<file path="src/rtl/mskand_seq_pkg.sv">
// Shared constants and the lane/share bit-index helper for the masked AND2 sequencer.
package mskand_seq_pkg;

  localparam int unsigned GHPC_LAT = 2;
  localparam int unsigned D_SHARES = 2;

  // Lane i, share s lives at bit 2i+s of every sharing bus.
  function automatic int unsigned sh_idx(input int unsigned lane, input int unsigned share);
    return D_SHARES * lane + share;
  endfunction

endpackage

</file>
<file path="src/rtl/mskand_ghpc_and2.sv">
// Masked AND2 gadget, d=2, fixed two-cycle latency, no enable, no reset.
module mskand_ghpc_and2 (
  input  logic       clk,
  input  logic [1:0] ina,
  input  logic [1:0] inb,
  input  logic       rnd,
  output logic [1:0] outc
);

  logic [3:0] cross_q;

  // Cross-domain products are refreshed with rnd before the register barrier.
  always_ff @(posedge clk) begin
    cross_q <= {ina[1] & inb[1], (ina[1] & inb[0]) ^ rnd,
                (ina[0] & inb[1]) ^ rnd, ina[0] & inb[0]};
    outc    <= {cross_q[3] ^ cross_q[2], cross_q[1] ^ cross_q[0]};
  end

endmodule

</file>
<file path="src/rtl/mskand_seq_fifo.sv">
// Circular result buffer with occupancy count and first-word read.
module mskand_seq_fifo #(
  parameter int unsigned WIDTH = 16,
  parameter int unsigned DEPTH = 4
) (
  input  logic                     clk,
  input  logic                     rst,
  input  logic                     wr_en,
  input  logic [WIDTH-1:0]         wr_data,
  input  logic                     rd_en,
  output logic [WIDTH-1:0]         rd_data,
  output logic [$clog2(DEPTH):0]   cnt
);

  localparam int unsigned PW = (DEPTH > 1) ? $clog2(DEPTH) : 1;
  localparam int unsigned CW = $clog2(DEPTH) + 1;

  logic [WIDTH-1:0] mem [DEPTH];
  logic [PW-1:0]    wr_ptr;
  logic [PW-1:0]    rd_ptr;

  function automatic logic [PW-1:0] ptr_inc(input logic [PW-1:0] p);
    return (p == PW'(DEPTH - 1)) ? '0 : p + 1'b1;
  endfunction

  always_ff @(posedge clk or posedge rst) begin
    if (rst) begin
      wr_ptr <= '0;
      rd_ptr <= '0;
      cnt    <= '0;
    end else begin
      if (wr_en) wr_ptr <= ptr_inc(wr_ptr);
      if (rd_en) rd_ptr <= ptr_inc(rd_ptr);
      case ({wr_en, rd_en})
        2'b10:   cnt <= cnt + 1'b1;
        2'b01:   cnt <= cnt - 1'b1;
        default: ;
      endcase
    end
  end

  always_ff @(posedge clk) begin
    if (wr_en) mem[wr_ptr] <= wr_data;
  end

  assign rd_data = mem[rd_ptr];

  a_no_overflow: assert property (@(posedge clk) disable iff (rst) wr_en |-> (cnt < CW'(DEPTH)));

endmodule

</file>
<file path="src/rtl/mskand_ghpc_seq.sv">
// Issue sequencer for a bank of masked AND2 gadgets with credit-controlled result FIFO.
// Define MSKAND_GHPC_SEQ_STALL_CNT_EN to add the randomness-starvation counter.
module mskand_ghpc_seq
  import mskand_seq_pkg::*;
#(
  parameter int unsigned d      = 2,
  parameter int unsigned NLANE  = 8,
  parameter int unsigned FDEPTH = 4
) (
  input  logic                   clk,
  input  logic                   rst,
  input  logic                   in_valid,
  output logic                   in_ready,
  input  logic [2*NLANE-1:0]     in_a,
  input  logic [2*NLANE-1:0]     in_b,
  input  logic                   rnd_valid,
  output logic                   rnd_ready,
  input  logic [NLANE-1:0]       rnd_in,
  output logic                   out_valid,
  input  logic                   out_ready,
  output logic [2*NLANE-1:0]     out_c,
`ifdef MSKAND_GHPC_SEQ_STALL_CNT_EN
  input  logic                   stall_clr,
  output logic [15:0]            stall_cnt,
`endif
  output logic                   busy
);

  localparam int unsigned W  = D_SHARES * NLANE;
  localparam int unsigned CW = $clog2(FDEPTH) + 1;

  if (d != D_SHARES) begin : g_bad_d
    $error("mskand_ghpc_seq supports only d = 2");
  end
  if (FDEPTH < GHPC_LAT + 1) begin : g_bad_fdepth
    $error("mskand_ghpc_seq needs FDEPTH >= GHPC_LAT + 1");
  end

  logic [GHPC_LAT-1:0] vpipe;
  logic [CW-1:0]       fifo_cnt;
  logic [CW:0]         occupancy;
  logic                credit_ok;
  logic                fire;
  logic [W-1:0]        gad_a;
  logic [W-1:0]        gad_b;
  logic [NLANE-1:0]    gad_r;
  logic [W-1:0]        bank_c;

  // Credits cover both buffered and in-flight beats, so every landing result has a slot.
  always_comb begin
    occupancy = (CW+1)'(fifo_cnt) + (CW+1)'($countones(vpipe));
    credit_ok = !rst && (occupancy < (CW+1)'(FDEPTH));
    fire      = in_valid & rnd_valid & credit_ok;
    gad_a     = fire ? in_a   : '0;
    gad_b     = fire ? in_b   : '0;
    gad_r     = fire ? rnd_in : '0;
  end

  assign in_ready  = rnd_valid & credit_ok;
  assign rnd_ready = in_valid & credit_ok;
  assign out_valid = (fifo_cnt != '0);
  assign busy      = (vpipe != '0) | (fifo_cnt != '0);

  always_ff @(posedge clk or posedge rst) begin
    if (rst) vpipe <= '0;
    else     vpipe <= {vpipe[GHPC_LAT-2:0], fire};
  end

  for (genvar i = 0; i < NLANE; i++) begin : g_lane
    mskand_ghpc_and2 u_gadget (
      .clk  (clk),
      .ina  (gad_a[sh_idx(i, 1):sh_idx(i, 0)]),
      .inb  (gad_b[sh_idx(i, 1):sh_idx(i, 0)]),
      .rnd  (gad_r[i]),
      .outc (bank_c[sh_idx(i, 1):sh_idx(i, 0)])
    );
  end

  mskand_seq_fifo #(
    .WIDTH (W),
    .DEPTH (FDEPTH)
  ) u_fifo (
    .clk     (clk),
    .rst     (rst),
    .wr_en   (vpipe[GHPC_LAT-1]),
    .wr_data (bank_c),
    .rd_en   (out_valid & out_ready),
    .rd_data (out_c),
    .cnt     (fifo_cnt)
  );

`ifdef MSKAND_GHPC_SEQ_STALL_CNT_EN
  always_ff @(posedge clk or posedge rst) begin
    if (rst)
      stall_cnt <= '0;
    else if (stall_clr)
      stall_cnt <= '0;
    else if (in_valid && !rnd_valid && credit_ok && (stall_cnt != '1))
      stall_cnt <= stall_cnt + 16'd1;
  end
`endif

endmodule
</file>
<file path="config.mk">
export PLATFORM = sky130hd
export DESIGN_NAME = mskand_ghpc_seq
export DESIGN_NICKNAME = d
export VERILOG_FILES = /design/src/rtl/mskand_seq_pkg.sv /design/src/rtl/mskand_ghpc_and2.sv /design/src/rtl/mskand_seq_fifo.sv /design/src/rtl/mskand_ghpc_seq.sv
export SDC_FILE = /design/constraint.sdc
export NUM_CORES = 1
export LEC_CHECK = 0
export ABC_AREA = 1
export BUFFER_PORTS_ARGS = -buffer_cell sky130_fd_sc_hd__buf_2
export CORE_MARGIN = 3
export CORE_UTILIZATION = 59
export CTS_BUF_LIST = sky130_fd_sc_hd__clkbuf_4
export CTS_CLUSTER_SIZE = 14
export DETAILED_ROUTE_END_ITERATION = 12
export PLACE_DENSITY_LB_ADDON = 0.12
export SETUP_SLACK_MARGIN = 0.5
export SYNTH_ARGS = -nofsm -noshare
export SYNTH_HDL_FRONTEND = slang
export SYNTH_SLANG_ARGS = --single-unit
</file>
<file path="constraint.sdc">
create_clock -name clk -period 3.5 [get_ports clk]
set_input_delay 0.35 -clock clk [delete_from_list [all_inputs] [get_ports clk]]
set_output_delay 0.35 -clock clk [all_outputs]
set_load 0.005 [all_outputs]
</file>
* Yosys cells after proc, flatten, opt, wreduce, memory -nomap -nowiden
Memories as Yosys holds them, arrays and structs flattened.
Index checks and enable logic that the tools add are counted.
** Word-level totals
- Output and inout port bits :: 20
- Flip-flop bits (word level) :: 57
- Memories :: 1
- Memory bits (writable) :: 64
- Input port bits :: 45
- Word-level logic and storage cells :: 115
** Operators by class
- Magnitude comparators :: 1
- Equal/unequal tests :: 4
- Bitwise logic cells :: 70
- Multiplexer cells :: 8
- $add $sub $neg :: 6
- Reduce and logical (&&, ||, !) cells :: 5
** Memory list
- u_fifo.mem :: depth 4, bits a word 16, rd ports 1, clocked after Yosys merged registers in 0, wr ports 1, line mskand_seq_fifo.sv:18 : logic [WIDTH-1:0] mem [DEPTH];
** Operators with widths (count)
- 1-bit AND :: 37
- 16-bit 2-to-1 mux :: 2
- 1-bit bitwise XOR :: 32
- 8-bit 2-to-1 mux :: 1
- 2-bit == test (second input constant) :: 3
- 3-bit case mux with 2 select lines :: 1
- 2-bit by 1-bit adder with 2-bit output (second input constant) :: 2
- 3-bit by 2-bit adder with 4-bit output :: 1
- 4-bit by 3-bit < comparator with 1-bit output (second input constant) :: 1
- 2-bit 2-to-1 mux :: 2
- 2-bit nonzero test :: 2
- 3-bit by 1-bit adder with 3-bit output (second input constant) :: 1
- 3-bit nonzero test :: 1
- 3-bit by 1-bit subtractor with 3-bit output (second input constant) :: 1
- 1-bit by 1-bit adder with 2-bit output :: 1
- 2-bit by 1-bit == test with 1-bit output (second input constant) :: 1
- 1-bit 2-to-1 mux :: 2
- 1-bit logical AND :: 1
- 1-bit zero test :: 1
- 1-bit OR :: 1

* Depth between registers and ports, before layout
- Word-level depth :: 8
- Gate-level depth with buffers :: 9
- Mapped depth without buffers :: 8

* Cells and area by module
Synthesis repeated with hierarchy kept, for this count alone.
** Unflattened totals
- Cell total of the unflattened synthesis :: 593
- Area total of the unflattened synthesis :: 5260.0 µm²
** By module, submodules not included
- mskand_seq_fifo :: cells an instance 269, instances 1, area each 3021.6 µm², seq. area each 2097.0 µm²
- mskand_ghpc_and2 :: cells an instance 27, instances 8, area each 201.4 µm², seq. area each 120.1 µm²
- mskand_ghpc_seq :: cells an instance 108, instances 1, area each 626.9 µm², seq. area each 50.0 µm²

* Worst setup path before layout
Ideal clock, no wire load.
- Path type :: register to register
- From :: reg u_fifo.cnt[0]
- To :: reg u_fifo.cnt[2]
- Clock period less this slack :: 1.731 ns
- Library setup time :: 0.131 ns
- Data required time :: 3.369 ns
- Data arrival time :: 1.600 ns
- Stages on the path, launching flop included :: 9
- Buffers on the path :: 0
- Path slack :: 1.769 ns
- Path through :: dfrtp_1 nor3_1 nor2_1 ha_1 inv_1 fa_1 a21oi_1 o21ai_0 xor2_1
** On the way
- Longest elaborated chain between the ends :: 4
- Elaborated cells between the ends (all ways) :: 8
- Those cells by class :: add/sub (2); eq/ne (2); mux (1); bitwise (1); reduce/logical (2)
** RTL lines
- start, declared :: line mskand_seq_fifo.sv:12 : output logic [$clog2(DEPTH):0] cnt
- start signal, assigned :: line mskand_seq_fifo.sv:35 : 2'b10: cnt <= cnt + 1'b1;
- start signal, assigned :: line mskand_seq_fifo.sv:36 : 2'b01: cnt <= cnt - 1'b1;
- 3-bit nonzero test :: line mskand_ghpc_seq.sv:61 : assign out_valid = (fifo_cnt != '0);
- 1-bit AND :: line mskand_ghpc_seq.sv:87 : .rd_en (out_valid & out_ready),
- 2-bit by 1-bit == test with 1-bit output or 2-bit == test (tied branches) :: line mskand_seq_fifo.sv:34 : case ({wr_en, rd_en})
- 3-bit case mux with 2 select lines or 2-bit nonzero test (tied branches)
Parallel ways exist; a longest one is shown, timed or not.
A chain may end at the register's enable or synchronous reset.

* Final worst setup path
- From :: reg u_fifo.rd_ptr[0]
- To :: out out_c[8]
** On the way
- Longest elaborated chain between the ends :: 1
** RTL lines
- start, declared :: line mskand_seq_fifo.sv:20 : logic [PW-1:0] rd_ptr;
- start signal, assigned :: line mskand_seq_fifo.sv:33 : if (rd_en) rd_ptr <= ptr_inc(rd_ptr);
- memory 4 x 16 bit
- end, declared :: line mskand_ghpc_seq.sv:21 : output logic [2*NLANE-1:0] out_c,
Every way passes these cells.

==> results_dict.tcl <==
set metrics [dict create \
    status "complete, no violations" \
    p_seq_share_pct 48.6 \
    power.density_mw_per_mm2 657 \
    grt-ovfl-total 0 \
    clockPowerShare_pct 29.0 \
    combPwrFrac_pct 22.4 \
    port_buffers 64 \
    antenna_found_initial 0 \
    diodes 0 \
    syn_inst 394 \
    seqCellArea_mm2 0.00311 \
    synth_warnings 0 \
    synth_nets 447 \
    path_buf_inv 2 \
    ant_nets 0 \
    crit_path_start_kind "register" \
    synth.ff_latch_count 121 \
    synth_area_leaders "edfxtp_1 (42%), dfxtp_1 (21%), dfrtp_1 (4.9%), inv_1 (4.8%), o21ai_0 (4.1%)" \
    cts_buffer_depth 2 \
    rows 31 \
    crit_required_ns 3.15 \
    worstPathCellList "inv_1, o21ai_0, o22ai_1, buf_2" \
    cts_hold_buf 1 \
    cp_max_fo 33 \
    hold_viol_final 0 \
    slew_headroom_pct 36.8 \
    worst_pin_slew_ns 0.947 \
    synthesis.area_mm2 0.00461 \
    clk_pin_slew_ns 0.10 \
    synth_top_area_cell "edfxtp_1" \
    yosys.area.top_type_share_pct 41.6 \
    first_pass_iters 4 \
    rsz0062_at_grt "false" \
    final_area_mm2 0.00530 \
    grtUsageTotal_pct 19.5 \
    ir_drop_uv 279 \
    crit_slowest_cell "inv_1" \
    dpl_cell_area_mm2 0.00499 \
    final_util_pct 71.5 \
    core_area_mm2 0.00741 \
    skew_ns 0.0140 \
    grt_max_degree 35 \
    drt_iter0_drc 105 \
    post_cts_resized 0 \
    die_h_um 94.4 \
    num_vias 2960 \
    worst_setup_path_end_kind "output pin" \
    critPathTopFamily "buffers and inverters" \
    wirelength_um 7960 \
    post_cts_buffers 0 \
    p_leak_nw 2.38 \
    floorplan.initialDensity_pct 62.3 \
    cts_buffers 17 \
    vias_per_cell 5.12 \
    clock_latency_ns 0.50 \
    cap_violations 0 \
    htree_levels 4 \
    cts_sinks 121 \
    power_mw 3.48 \
    cts_tree "done" \
    ys_seq_area_share_pct 67.4 \
    crit_arrival_ns 2.14 \
    drive_above_1_share_pct 23.0 \
    p_switching_mw 1.08 \
    max_freq_mhz 401 \
    fin_crit_ns 2.49 \
    die-area_mm2 0.00892 \
    fin_crit_sh_pct 71.2 \
    io_pins 65 \
    avgRoutedWirePerCell_um 13.8 \
    multiInputGateArea_mm2 0.00120 \
    min_path_type "in -> reg" \
    grt_pass1_wl_um 13000 \
    grt_pass1_vias 2842 \
    post-route-drc-count 0 \
    syn_area_per_cell_um2 11.7 \
    p_int_mw 2.40 \
    max_stage_delay_ns 0.69 \
    root_buffer "clkbuf_4" \
    nets 519 \
    drv_slew 0 \
    setup_viol 0 \
    fill_cells 539 \
    synthDistinctLibCells 23 \
    dp_hpwl_um 5340 \
    globalplace.congestion 0.715 \
    area_growth_pct 14.8 \
    timing.hold.ws_ns 0.100 \
    tns_ns 0 \
    switching_share_pct 31.0 \
    dieWidth_um 94.4 \
    critical_path_class "reg -> out" \
]
[worst reg2reg max path, cell delays in order, from the launching register on]
cell and delay (ns):
dfrtp_1 0.43, nor3_1 0.09, nor2_1 0.26, ha_1 0.20
inv_1 0.06, fa_1 0.38, a21oi_1 0.15, o21ai_0 0.11
xor2_1 0.15
[final cells by class]
cell class / count / share of cell area [%]
flip-flops and latches: 121 / 58.7
multi-input cells: 200 / 22.6
repair buffers: 66 / 6.38
clock inverters: 15 / 3.28
clock buffers: 17 / 2.41
inverters: 60 / 4.30
well taps: 99 / 2.34
[stage by stage]
stage | cells | setup WS [ns]
final | 578 | 1.01
after global routing | 578 | 0.814
after CTS | 578 | 0.992
after detailed placement | 545 | 1.57
after global placement | 545 | 1.64
after floorplan | 394 | 1.77
[placed cells by master (no fill, tap or decap), types with 17 or more instances in the layout]
cell       n
xor2_1    17
buf_2     64
clkbuf_4  17
nor2_1    38
inv_1     59
nand2_1   29
dfxtp_1   48
edfxtp_1  64
o21ai_0   38
[power groups by stage]
| stage | Combinational, mW | Sequential, mW | Clock, mW |
|---|---|---|---|
| floorplan | 0.516 | 1.69 | 0 |
| global placement | 0.755 | 1.71 | 0 |
| detailed placement | 0.781 | 1.72 | 0 |
| CTS | 0.791 | 1.69 | 1.03 |
| global route | 0.890 | 1.71 | 1.09 |
| finish | 0.781 | 1.69 | 1.01 |
[final timing paths]
kind	start	to	slack, ns	cells after the start
max reg2reg	u_fifo.cnt[0]	u_fifo.cnt[2]	1.57	8
max in group asynchronous	rst	u_fifo.rd_ptr[0]	2.90	3
min	in_b[13]	g_lane[6].u_gadget.cross_q[3]	0.10	3
min reg2reg	g_lane[4].u_gadget.cross_q[1]	g_lane[4].u_gadget.outc[0]	0.42	1
min in group asynchronous	rst	vpipe[0]	0.35	3
max	u_fifo.rd_ptr[0]	out_c[8]	1.01	4
[sequential cells by signal, summed over array words and instances (netlist names)]
name and cells:
g_lane.u_gadget.cross_q 32, u_fifo.cnt 3, u_fifo.mem 64, g_lane.u_gadget.outc 16
u_fifo.rd_ptr 2, u_fifo.wr_ptr 2, vpipe 2
[logic make-up (layout without fill, tap and decap cells)]
group / after synthesis / in the layout / share of synthesized area (%)
simple gates: 102 / 102 / 11.1
fa+ha+maj: 8 / 8 / 2.33
flops: 121 / 121 / 67.4
buf+inv: 73 / 158 / 6.67
xor+xnor: 18 / 18 / 3.42
compound gates: 72 / 72 / 9.11
[cell usage after synthesis, drive strengths merged]
library cell   n
fa             1
dfrtp          9
o211ai        16
o21ai         38
xor2          17
dfxtp         48
edfxtp        64
a21oi          2
o22ai         16
clkbuf         8
nor3          17
nand2         30
buf            5
nor2          39
ha             7
inv           60
nand4         16
xnor2          1
[per-layer routing]
layer	up-vias	global-route usage, %	share of wire (%)	wire length [um]
li1	1508	-	-	-
met2	84	32.8	49	3920
met4	0	8.30	0.82	65
met1	1362	22.9	44	3490
met3	6	6.37	5.9	472
met5	-	0	0	0
Power figures use the tool's default switching activity.
